===== config.mk =====
export PLATFORM = sky130hd
export DESIGN_NAME = mc_controller
export DESIGN_NICKNAME = d
export VERILOG_FILES = /design/src/rtl/mc_controller.sv
export SDC_FILE = /design/constraint.sdc
export NUM_CORES = 1
export LEC_CHECK = 0
export BUFFER_PORTS_ARGS = -buffer_cell sky130_fd_sc_hd__buf_4
export CAP_MARGIN = 20
export CORE_MARGIN = 3
export CORE_UTILIZATION = 45
export CTS_BUF_LIST = sky130_fd_sc_hd__clkbuf_4
export CTS_CLUSTER_DIAMETER = 150
export DETAILED_ROUTE_END_ITERATION = 10
export PLACE_DENSITY = 0.74
export RECOVER_POWER = 25
export SYNTH_ARGS = -nofsm -noshare
export SYNTH_HDL_FRONTEND = slang
export SYNTH_SLANG_ARGS = --single-unit

===== constraint.sdc =====
create_clock -name clk -period 1.6 [get_ports clk]
set_input_delay 0.08 -clock clk [delete_from_list [all_inputs] [get_ports clk]]
set_output_delay 0.08 -clock clk [all_outputs]
set_load 0.01 [all_outputs]

===== src/rtl/mc_controller.sv =====
// Multicycle control FSM for the 16-bit CR16-style datapath; memory states are stretched over MEM_LAT cycles.
// Optional vectored interrupt support is enabled by defining CTRL_IRQ_EN.
module mc_controller #(
  parameter int MEM_LAT = 1,
  parameter int CNT_W   = 4
) (
  input  logic       clk,
  input  logic       reset,
  input  logic [3:0] op,
  input  logic [3:0] op_ext,
  input  logic [3:0] branch_cond,
  input  logic [4:0] psr,
  output logic [1:0] wd_s,
  output logic [1:0] alua_s,
  output logic [1:0] alub_s,
  output logic [1:0] mem_data_s,
  output logic       pc_s,
  output logic       pc_en,
  output logic       reg_wr_en,
  output logic       instr_en,
  output logic       alu_out_en,
  output logic       mem_reg_en,
  output logic       mem_wr_s,
  output logic       mem_s,
  output logic       se_sign,
  output logic       psr_en,
  output logic       illegal,
  output logic [4:0] state
`ifdef CTRL_IRQ_EN
  ,
  input  logic       irq,
  output logic       irq_ack,
  output logic       pc_vec_s,
  output logic       link_s
`endif
);

  typedef enum logic [4:0] {
    FETCH      = 5'd0,
    DECODE     = 5'd1,
    RTYPE_EX   = 5'd2,
    ITYPE_EX   = 5'd3,
    WRITE      = 5'd4,
    LB_MEM     = 5'd5,
    LB_LOAD    = 5'd6,
    SB_MEM_R   = 5'd7,
    SB_MEM_I   = 5'd8,
    CALC_DISP  = 5'd9,
    PC_UP      = 5'd10,
    JUMP       = 5'd11,
    CALC_RLINK = 5'd12,
    WR_RLINK_J = 5'd13,
    ILLEGAL    = 5'd14
`ifdef CTRL_IRQ_EN
    ,
    IRQ_SAVE   = 5'd15,
    IRQ_VEC    = 5'd16
`endif
  } state_t;

  localparam logic [CNT_W-1:0] LAST = CNT_W'(MEM_LAT - 1);

  state_t           state_q, state_d, fetch_nxt;
  logic [CNT_W-1:0] cnt_q, cnt_d;
  logic             wait_done, in_mem, cond;
  logic             n_f, z_f, f_f, l_f, c_f;

  assign {n_f, z_f, f_f, l_f, c_f} = psr;
  assign wait_done = (cnt_q == LAST);
  assign in_mem    = (state_q == FETCH) || (state_q == LB_MEM) ||
                     (state_q == SB_MEM_R) || (state_q == SB_MEM_I);

`ifdef CTRL_IRQ_EN
  // Interrupts are only taken at instruction boundaries, never out of IRQ_VEC.
  assign fetch_nxt = irq ? IRQ_SAVE : FETCH;
`else
  assign fetch_nxt = FETCH;
`endif

  always_comb begin
    cond = 1'b0;
    case (branch_cond)
      4'b0000: cond = z_f;
      4'b0001: cond = !z_f;
      4'b0010: cond = c_f;
      4'b0011: cond = !c_f;
      4'b0100: cond = l_f;
      4'b0101: cond = !l_f;
      4'b0110: cond = n_f;
      4'b0111: cond = !n_f;
      4'b1000: cond = f_f;
      4'b1001: cond = !f_f;
      4'b1010: cond = !l_f && !z_f;
      4'b1011: cond = l_f || z_f;
      4'b1100: cond = !n_f && !z_f;
      4'b1101: cond = n_f || z_f;
      4'b1110: cond = 1'b1;
      default: cond = 1'b0;
    endcase
  end

  always_comb begin
    state_d = state_q;
    case (state_q)
      FETCH:  if (wait_done) state_d = DECODE;
      DECODE: begin
        case (op)
          4'b0000: state_d = RTYPE_EX;
          4'b0100: begin
            case (op_ext)
              4'b0100: state_d = SB_MEM_R;
              4'b0000: state_d = LB_MEM;
              4'b1100: state_d = cond ? JUMP : PC_UP;
              4'b1000: state_d = CALC_RLINK;
              default: state_d = ILLEGAL;
            endcase
          end
          4'b1000: state_d = (op_ext == 4'b0100) ? RTYPE_EX : ITYPE_EX;
          4'b1100: state_d = cond ? CALC_DISP : PC_UP;
          default: state_d = ITYPE_EX;
        endcase
      end
      RTYPE_EX: state_d = (op_ext == 4'b1011) ? PC_UP : WRITE;
      ITYPE_EX: begin
        if (op == 4'b1011)      state_d = PC_UP;
        else if (op == 4'b0111) state_d = SB_MEM_I;
        else                    state_d = WRITE;
      end
      WRITE, LB_LOAD:     state_d = PC_UP;
      SB_MEM_R, SB_MEM_I: if (wait_done) state_d = PC_UP;
      LB_MEM:             if (wait_done) state_d = LB_LOAD;
      CALC_RLINK:         state_d = WR_RLINK_J;
      CALC_DISP, JUMP, WR_RLINK_J, PC_UP: state_d = fetch_nxt;
      ILLEGAL:            state_d = ILLEGAL;
`ifdef CTRL_IRQ_EN
      IRQ_SAVE:           state_d = IRQ_VEC;
      IRQ_VEC:            state_d = FETCH;
`endif
      default:            state_d = ILLEGAL;
    endcase
  end

  // Counter restarts at 0 on every entry and counts only while a memory state holds.
  assign cnt_d = (in_mem && (state_d == state_q)) ? cnt_q + CNT_W'(1) : '0;

  always_ff @(posedge clk) begin
    if (!reset) begin
      state_q <= FETCH;
      cnt_q   <= '0;
    end else begin
      state_q <= state_d;
      cnt_q   <= cnt_d;
    end
  end

  always_comb begin
    wd_s       = 2'b00;
    alua_s     = 2'b00;
    alub_s     = 2'b00;
    mem_data_s = 2'b00;
    pc_s       = 1'b0;
    pc_en      = 1'b0;
    reg_wr_en  = 1'b0;
    instr_en   = 1'b0;
    alu_out_en = 1'b0;
    mem_reg_en = 1'b0;
    mem_wr_s   = 1'b0;
    mem_s      = 1'b0;
    se_sign    = 1'b1;
    psr_en     = 1'b0;
    illegal    = 1'b0;
`ifdef CTRL_IRQ_EN
    irq_ack    = 1'b0;
    pc_vec_s   = 1'b0;
    link_s     = 1'b0;
`endif
    // Reset gating keeps stale strobes from leaking out while reset is held.
    if (reset) begin
      case (state_q)
        FETCH: begin
          mem_s    = 1'b1;
          instr_en = wait_done;
        end
        RTYPE_EX: begin
          alu_out_en = 1'b1;
          psr_en     = 1'b1;
        end
        ITYPE_EX: begin
          alu_out_en = 1'b1;
          psr_en     = 1'b1;
          alua_s     = 2'b10;
          se_sign    = !((op == 4'b0001) || (op == 4'b0010) || (op == 4'b0011));
        end
        WRITE: begin
          wd_s      = 2'b11;
          reg_wr_en = 1'b1;
        end
        LB_MEM: begin
          wd_s       = 2'b10;
          mem_reg_en = wait_done;
        end
        LB_LOAD: begin
          wd_s      = 2'b10;
          reg_wr_en = 1'b1;
        end
        SB_MEM_R: mem_wr_s = (cnt_q == '0);
        SB_MEM_I: begin
          mem_wr_s   = (cnt_q == '0);
          mem_data_s = 2'b01;
        end
        CALC_DISP: begin
          alua_s = 2'b01;
          alub_s = 2'b01;
          pc_s   = 1'b1;
          pc_en  = 1'b1;
        end
        PC_UP: begin
          alua_s = 2'b01;
          alub_s = 2'b10;
          pc_s   = 1'b1;
          pc_en  = 1'b1;
        end
        JUMP: pc_en = 1'b1;
        CALC_RLINK: begin
          alua_s     = 2'b01;
          alub_s     = 2'b10;
          alu_out_en = 1'b1;
        end
        WR_RLINK_J: begin
          wd_s      = 2'b11;
          reg_wr_en = 1'b1;
          pc_en     = 1'b1;
        end
        ILLEGAL: illegal = 1'b1;
`ifdef CTRL_IRQ_EN
        IRQ_SAVE: begin
          wd_s      = 2'b01;
          link_s    = 1'b1;
          reg_wr_en = 1'b1;
        end
        IRQ_VEC: begin
          pc_en    = 1'b1;
          pc_vec_s = 1'b1;
          irq_ack  = 1'b1;
        end
`endif
        default: ;
      endcase
    end
  end

  assign state = reset ? state_q : 5'd0;

endmodule


==> metrics.txt, run 1 <==
synth cell count leaders=17 x nand2_1, 15 x nor2_1, 11 x a21oi_1; Pins Over Slew Limit=0; routed wire length=4.35 mm; FF-to-FF setup slack=-110 ps; drt via density=slightly below 6; clk sinks=9; Worst Setup SP=state_q[3]$_SDFF_PN0_; RSZ-0062 raised after global routing=yes; Mapped Area=roughly 0.0012 mm²; drt drc=0; I/O Buffers=41; Via Count=~1500; post-DP HPWL=between 3 and 4 mm; FF-to-FF Start=state_q[3]$_SDFF_PN0_; Chip Height=58.0 µm; minimum clock period=around 1700 ps; Critical Path RT=roughly 1700 ps; placed instance count=249; async set-reset flop share out of synthesis=0%; Leak=approximately 0.83 nW; Hold Crit Class=in -> reg; TritonCTS clock tree=built; CTS Buf Count=3; Root Buffer=clkbuf_4; die area=0.00336 mm²; gr ovfl total=0; post-synthesis cell type count=57; top cell type's share of synthesized area=around 15%; outcome=finished, violations left; layout cell share with drive strength beyond 1=about 50%; antenna violations before repair=0; nets@finish=between 200 and 300; # setup viols final=10; CP Launch Type=register; Cells after Synth=170; most common cell in the netlist=nand2_1; clock slew at reported path FFs=around 60 ps; largest net degree at the start of global routing=19; Antenna Nets Post-Route=0; Bufs on Longest Clock Path=2; Hold Fails Final Rpt=0; Worst IR Drop VDD=just over 0.6 mV; vias in the first global route=1407; Ys Warns=0; Max-Cap Viols=0; #FFs+latches synth=9; failing checks=setup timing; Min-Delay Path Depth=2; Starting Density=roughly half; Initial DRC Count=roughly 110; pwr dens=roughly 480 mW/mm²; routed len/inst=about 17 µm; DIE WIDTH=slightly below 60 µm; Tcrit/Tclk final=107%; Syn Area/Cell=7.15 µm²; drt first pass iters=4; hold_ws=roughly 140 ps; register area share after synthesis=14.8%; Ports=43; setup ws final=-111 ps; Setup crit end kind=register; CTS HTree Levels=1; All-Layer GR Usage=about a quarter; FP Rows=18; # diodes=0; EDFF count, synth=0; Core Util, Final=76.1%; crit path DAT=~1900 ps; GPL Wtd Cong=around 0.96; CP Max Fanout=6; Clock Latency Late Sink=around 260 ps; area delta synth->final=58.0%; post-route setup TNS=-730 ps; FMAX=584 MHz; synth top area cells=dfxtp_1 15%, nand2_1 5.3%, nor2_1 4.6%; Worst Clk Skew=between 4 and 5 ps; CP Class=reg -> reg; FF-to-FF path depth=6; end of the worst register-to-register path=cnt_q[1]$_SDFF_PN0_; area of the core=around 0.0025 mm²; area leader, netlist=dfxtp_1; non-filler instance count after layout=260; ys flop type=dfxtp_1; first-pass GRT wire length=around 6.7 mm; end point of the critical path=cnt_q[1]$_SDFF_PN0_
## worst max-delay path: stages (launching register included)
cell       delay [ps]
dfxtp_2           360
or4b_4            550
nor4_4            200
a2111oi_4         100
buf_4             160
a21oi_4           130
a21oi_1            90
## per-stage QoR
| stage | cell area (µm²) | total power, mW | setup slack (ps) |
|---|---|---|---|
| 2_1_floorplan | 1230 | 0.483 | 0.477 |
| 3_3_place_gp | 1650 | 0.625 | -40.4 |
| 3_5_place_dp | 1650 | 0.634 | -173 |
| 4_1_cts | 1820 | 0.878 | -96.1 |
| 5_1_grt | 1920 | 0.980 | -192 |
| 6_report | 1920 | 0.916 | -111 |
## how the worst min path moves through the flow
stage,slack [ps],start,end
after floorplan,230,reset,state_q[1]$_SDFF_PN0_
after global placement,390,reset,state_q[1]$_SDFF_PN0_
final,140,reset,state_q[1]$_SDFF_PN0_
after detailed placement,400,reset,state_q[1]$_SDFF_PN0_
after CTS,130,reset,state_q[1]$_SDFF_PN0_
after global routing,150,reset,state_q[1]$_SDFF_PN0_
## what timing repair did
action / in CTS / in global routing
hold buffers: 0 / 0
setup endpoints to repair: 14 / 20
pin swaps: 8 / 3
buffers inserted: 5 / 2
gates resized for setup: 26 / 22
## registers in the layout, summed over array words and instances (netlist names)
register	count
state_q	5
cnt_q	4
## cell type report
type,instances,area [µm²]
sequential,9,189
tap,30,37.5
inverter,9,33.8
fill,178,603
timing repair buffer,69,557
clock buffer,4,30.0
multi-input combinational,139,1070
## layer usage
metal  global-route usage, %  wire length, µm  vias up
met1                    36.0             1890      723
met2                    39.7             2090       62
met5                       0                0        -
met3                    2.00              273        8
met4                    11.9               89        0
li1                        -                -      737
## where the power goes
| group | internal (mW) | leakage [nW] | switching [mW] | total (mW) |
|---|---|---|---|---|
| sequential | 0.238 | 0.0760 | 0.0165 | 0.254 |
| clock | 0.113 | 0.0184 | 0.0774 | 0.190 |
| combinational | 0.227 | 0.738 | 0.245 | 0.472 |
| total | 0.578 | 0.832 | 0.338 | 0.916 |
## cell usage in the layout, fill, tap and decap left out, types with 3 or more instances in the layout
cell      count
inv_1         7
clkbuf_4      4
and2_1        3
nand2_1      15
nor2_1       10
a211oi_2      4
a21oi_1       8
nor3_1        4
buf_6         5
o21ai_0       5
mux2_2        3
xor2_1        5
buf_4        62
nand2b_1      7
nor2_2        3
nor2b_1       3
dfxtp_2       7
and3_1        4
nand3_1       5
## kinds of logic (layout without fill, tap and decap cells)
kind of cell	Yosys count	count (layout)	share of synthesized area, %
other	1	2	0.309
muxes	3	3	2.78
xor gates and xnor gates	6	6	4.33
DFF	9	9	14.8
AOI/OAI and AO/OA	45	45	27.8
buffers and inverters	23	82	9.47
adders and majority gates	2	2	2.06
and+or+nand+nor	81	81	38.4
Note: power is estimated with default switching activity, not from simulation.
==> inputs of run 2 (changes only) <==
Settings changed: PLACE_DENSITY 0.74 to 0.71.
Clock period 1.6 ns to 1.9 ns, I/O delays scaled along.
==> metrics.txt, run 2 (synthesized netlist as in run 1, its figures left out) <==
outcome=finished clean; Most flops, register=state_q; GPL Wtd Cong=0.929 (-3.4%); routed wire length=3.65 mm (-16%); Starting Density=48.2% (unchanged); commonest non-fill, non-tap cell in the layout=buf_4; CTS HTree Levels=1 (unchanged); # setup viols final=0 (-10); Bufs on Longest Clock Path=2 (unchanged); crit path DAT=1730 ps (-120 ps); most frequent cells in the layout=50 x buf_4, 17 x nand2_1, 15 x nor2_1, 10 x a21oi_1, 9 x inv_1; antenna violations before repair=0 (unchanged); Hold Fails Final Rpt=0 (unchanged); placed cell areas=0.00155 mm² (-6.0%); CP Class=reg -> out; met3 Use GR=3.34% (+1.3 points); FF-to-FF Start=state_q[2]$_SDFF_PN0_; drt first pass iters=4 (unchanged); Root Buffer=clkbuf_4; Worst IR Drop VDD=0.421 mV (-30%); non-filler instance count after layout=241 (-7.3%); Worst Setup SP=state_q[3]$_SDFF_PN0_; DIE WIDTH=58.0 µm (unchanged); FF-to-FF setup slack=90 ps (+200 ps); top flop regs=state_q x5, cnt_q x4; minimum clock period=approximately 1800 ps; Critical Path RT=1800 ps (+60 ps); Antenna Nets Post-Route=0 (unchanged); pre-CTS WS=52.1 ps (+225 ps); FMAX=around 550 MHz; TritonCTS clock tree=built; end point of the critical path=mem_wr_s; met2 Usage GRT=36.6% (-3.1 points); Max-Cap Viols=0 (unchanged); Clock Latency Late Sink=260 ps (about the same); max reg flops=5 (unchanged); vias in the first global route=1261 (-10%); CTS Hold Buffers Added=0 (unchanged); layout cell share with drive strength beyond 1=32.2% (-18 points); routed len/inst=15.1 µm (-9.5%); Initial DRC Count=89 (-15%); Leak=0.687 nW (-17%); All-Layer GR Usage=22.1% (-3.6 points); CP Max Fanout=9 (+3); # diodes=0 (unchanged); CTS Buf Count=3 (unchanged); post-route setup TNS=0 ps (+730 ps); Core Util, Final=63.1% (-13 points); met1 Resource Use GR=29.9% (-6.1 points); nets@finish=233 (-7.5%); first-pass GRT wire length=5.90 mm (-12%); FF-to-FF path depth=5 (-1); gr busiest metal=met2; Worst Clk Skew=0.755 ps (-3.46 ps); die area=0.00336 mm² (unchanged); Ports=43 (unchanged); setup ws final=70.6 ps (+182 ps); post-DP HPWL=2.91 mm (-3.3%); Chip Height=58.0 µm (unchanged); end of the worst register-to-register path=cnt_q[2]$_SDFF_PN0_; placed instance count=237 (-4.8%); Setup crit end kind=output port; CP Launch Type=register; Pins Over Slew Limit=0 (unchanged); gr ovfl total=0 (unchanged); FP Rows=18 (unchanged); I/O Buffers=41 (unchanged); pwr dens=428 mW/mm² (-10%); drt via density=5.74 (-2.5%); area delta synth->final=31.0%; largest net degree at the start of global routing=13 (-6); clock slew at reported path FFs=60 ps (about the same); RSZ-0062 raised after global routing=yes; Tcrit/Tclk final=96.3%; clk sinks=9 (unchanged); final instance area=0.00159 mm² (-17%); Hold Crit Class=in -> reg; area of the core=0.00252 mm² (unchanged); Via Count=1383 (-9.6%); drt drc=0 (unchanged)
run 2: cell type report:
type	count	area, µm²
multi-input combinational	139	933
fill	237	931
clock buffer	4	30.0
inverter	9	33.8
timing repair buffer	50	375
tap	30	37.5
sequential	9	181
run 2: routing by layer:
metal  wire [µm]  up-vias
li1            -      698
met1        1670      625
met2        1700       54
met3         242        6
met4          36        0
met5           0        -
run 2: critical path: stages, from the launching register on:
cell and delay (ps):
dfxtp_1 470, or4b_1 510, a21oi_1 190, and3_1 180
buf_4 120
run 2: what timing repair did:
item / 4_1_cts / 5_1_grt
setup endpoints to repair: 0 / 5
resized for setup: 0 / 3
setup buffers: 0 / 0
hold endpoints to repair: 0 / 0
run 2: through the flow:
step                total power, mW  hold WS, ps
global route                  0.722          154
CTS                           0.679          144
floorplan                     0.405          241
finish                        0.681          147
detailed placement            0.511          419
global placement              0.502          397
run 2: worst min-delay path by stage:
stage,startpoint,end,slack (ps),cells after the start
final,reset,state_q[1]$_SDFF_PN0_,150,2
after global routing,reset,state_q[1]$_SDFF_PN0_,150,2
after CTS,reset,state_q[1]$_SDFF_PN0_,140,2
after detailed placement,reset,state_q[1]$_SDFF_PN0_,420,2
after global placement,reset,state_q[1]$_SDFF_PN0_,400,2
after floorplan,reset,state_q[1]$_SDFF_PN0_,240,1
run 2: where the power goes:
group	switching, mW	internal (mW)
registers	0.0166	0.198
clock network	0.0722	0.0956
logic	0.161	0.138
total	0.249	0.432
==> inputs of run 3 (changes only) <==
Settings changed: CORE_UTILIZATION 45 to 25, PLACE_DENSITY 0.71 to 0.44.
==> metrics.txt, run 3 (synthesized netlist as in run 1, its figures left out) <==
filler instances=493 (+110%); Sw Pwr=245 µW (-1.8%); pwr dens=412 mW/mm² (-3.8%); clock slew at reported path FFs=60 ps (about the same); Min-Delay Path Depth=2 (unchanged); FMAX=540 MHz (-1.3%); FF-to-FF Start=state_q[0]$_SDFF_PN0_; Hold Startpoint=reset; Bufs on Longest Clock Path=2 (unchanged); Worst Tran Pin Value=548 ps; nets@finish=233 (unchanged); Max-slew headroom=63.3%; Leak=0.689 nW (+0.29%); Critical Path RT=1800 ps (about the same); routed len/inst=14.3 µm (-5.7%); Worst IR Drop VDD=0.195 mV (-54%); Starting Density=26.8% (-21 points); WHS Endpoint=state_q[1]$_SDFF_PN0_; outcome=finished clean; CP Class=reg -> out; crit path DAT=1760 ps (+30 ps); Pint=434 µW (+0.42%); area occupied by multi-input gates=946 µm² (+1.3%); commonest non-fill, non-tap cell in the layout=buf_4; Chip Height=75.7 µm (+31%); routed wire length=3.94 mm (+8.0%); drt drc=0 (unchanged); CP Max Fanout=8 (-1); largest net degree at the start of global routing=13 (unchanged); post-DP HPWL=3.14 mm (+8.1%); RSZ-0062 raised after global routing=yes; top flop regs=state_q x5, cnt_q x4; most frequent cells in the layout=50 x buf_4, 17 x nand2_1, 15 x nor2_1, 9 x inv_1, 9 x a21oi_1; post-route setup TNS=0 ps (unchanged); Hold Fails Final Rpt=0 (unchanged); FF-to-FF path depth=5 (unchanged); Clock Latency Late Sink=250 ps (about the same); Hold Crit Class=in -> reg; end of the worst register-to-register path=cnt_q[0]$_SDFF_PN0_; register area=181 µm² (unchanged); gr ovfl total=0 (unchanged); Comb pwr share=44.8% (+1.0 points); CTS Buf Count=3 (unchanged); antenna violations before repair=0 (unchanged); first-pass GRT wire length=6.04 mm (+2.3%); CTS Hold Buffers Added=0 (unchanged); hold_ws=157 ps (+10.2 ps); Most flops, register=state_q; TritonCTS clock tree=built; CTS HTree Levels=1 (unchanged); I/O Buffers=41 (unchanged); CP Launch Type=register; GPL Wtd Cong=0.848 (-8.7%); drt via density=5.12 (-11%); All-Layer GR Usage=13.5% (-8.6 points); part of the power in registers=31.7% (about the same); layout cell share with drive strength beyond 1=33.6% (+1.4 points); vias in the first global route=1306 (+3.6%); Root Buffer=clkbuf_4; Tcrit/Tclk final=97.5% (+1.2 points); # diodes=0 (unchanged); non-filler instance count after layout=276 (+15%); Via Count=1413 (+2.2%); setup ws final=47.1 ps (-23.4 ps); Worst Clk Skew=4.02 ps (+3.27 ps); clk sinks=9 (unchanged); area delta synth->final=35.6%; FF-to-FF setup slack=100 ps (about the same); FP Rows=24 (+6); drt first pass iters=4 (unchanged); area of the core=0.00453 mm² (+80%); max reg flops=5 (unchanged); Antenna Nets Post-Route=0 (unchanged); placed instance count=272 (+15%); # setup viols final=0 (unchanged); Ports=43 (unchanged); switching power share of the total=36.1% (-0.51 points); Setup crit end kind=output port; minimum clock period=1850 ps (+23.4 ps); DIE WIDTH=75.7 µm (+31%); die area=0.00573 mm² (+71%); Initial DRC Count=161 (+81%); Pins Over Slew Limit=0 (unchanged); pre-CTS WS=83.1 ps (+31.0 ps); Clock Power Share=23.5% (-1.1 points); Max-Cap Viols=0 (unchanged)
-- run 3: layer usage --
metal	GRT usage, %	vias to the layer above	share of wire, %
met1	18.1	646	44
met3	1.58	2	8.4
met2	22.2	62	47
li1	-	703	-
met5	0	-	0
met4	4.66	0	0.53
-- run 3: through the flow --
step / area [µm²] / power (mW) / utilization, %
global route: 1650 / 0.725 / 36.3
finish: 1650 / 0.679 / 36.3
detailed placement: 1590 / 0.514 / 35.2
floorplan: 1220 / 0.405 / -
CTS: 1620 / 0.682 / 35.8
global placement: 1590 / 0.512 / 35.2
-- run 3: worst max-delay path by stage --
stage,from,to,cells after the start
5_1_grt,cnt_q[0]$_SDFF_PN0_,cnt_q[0]$_SDFF_PN0_,7
3_3_place_gp,state_q[2]$_SDFF_PN0_,cnt_q[0]$_SDFF_PN0_,5
6_report,state_q[3]$_SDFF_PN0_,mem_wr_s,4
4_1_cts,cnt_q[0]$_SDFF_PN0_,mem_reg_en,5
2_1_floorplan,cnt_q[0]$_SDFF_PN0_,state_q[1]$_SDFF_PN0_,7
3_5_place_dp,cnt_q[0]$_SDFF_PN0_,cnt_q[0]$_SDFF_PN0_,7
-- run 3: timing repair --
action,4_1_cts,5_1_grt
buffers inserted,0,0
gates resized for setup,0,8
endpoints found under the hold margin,0,0
endpoints found under the setup margin,0,7
-- run 3: cell type report --
| type | instances | share of cell area (%) |
|---|---|---|
| inverter | 9 | 2.05 |
| timing repair buffer | 50 | 22.8 |
| sequential | 9 | 11.0 |
| clock buffer | 4 | 1.82 |
| multi-input combinational | 139 | 57.4 |
| tap | 65 | 4.94 |
-- run 3: power groups by stage --
stage,Combinational (mW),Clock (mW),Sequential (mW)
finish,0.304,0.159,0.215
global route,0.333,0.176,0.216
CTS,0.297,0.171,0.214
detailed placement,0.296,0,0.218
global placement,0.294,0,0.218
floorplan,0.196,0,0.209
-- run 3: worst max-delay path, cell delays in order, from the launching register on --
cell and delay (ps):
dfxtp_1 470, or4b_1 540, a21oi_2 180, and3_1 190, buf_4 130
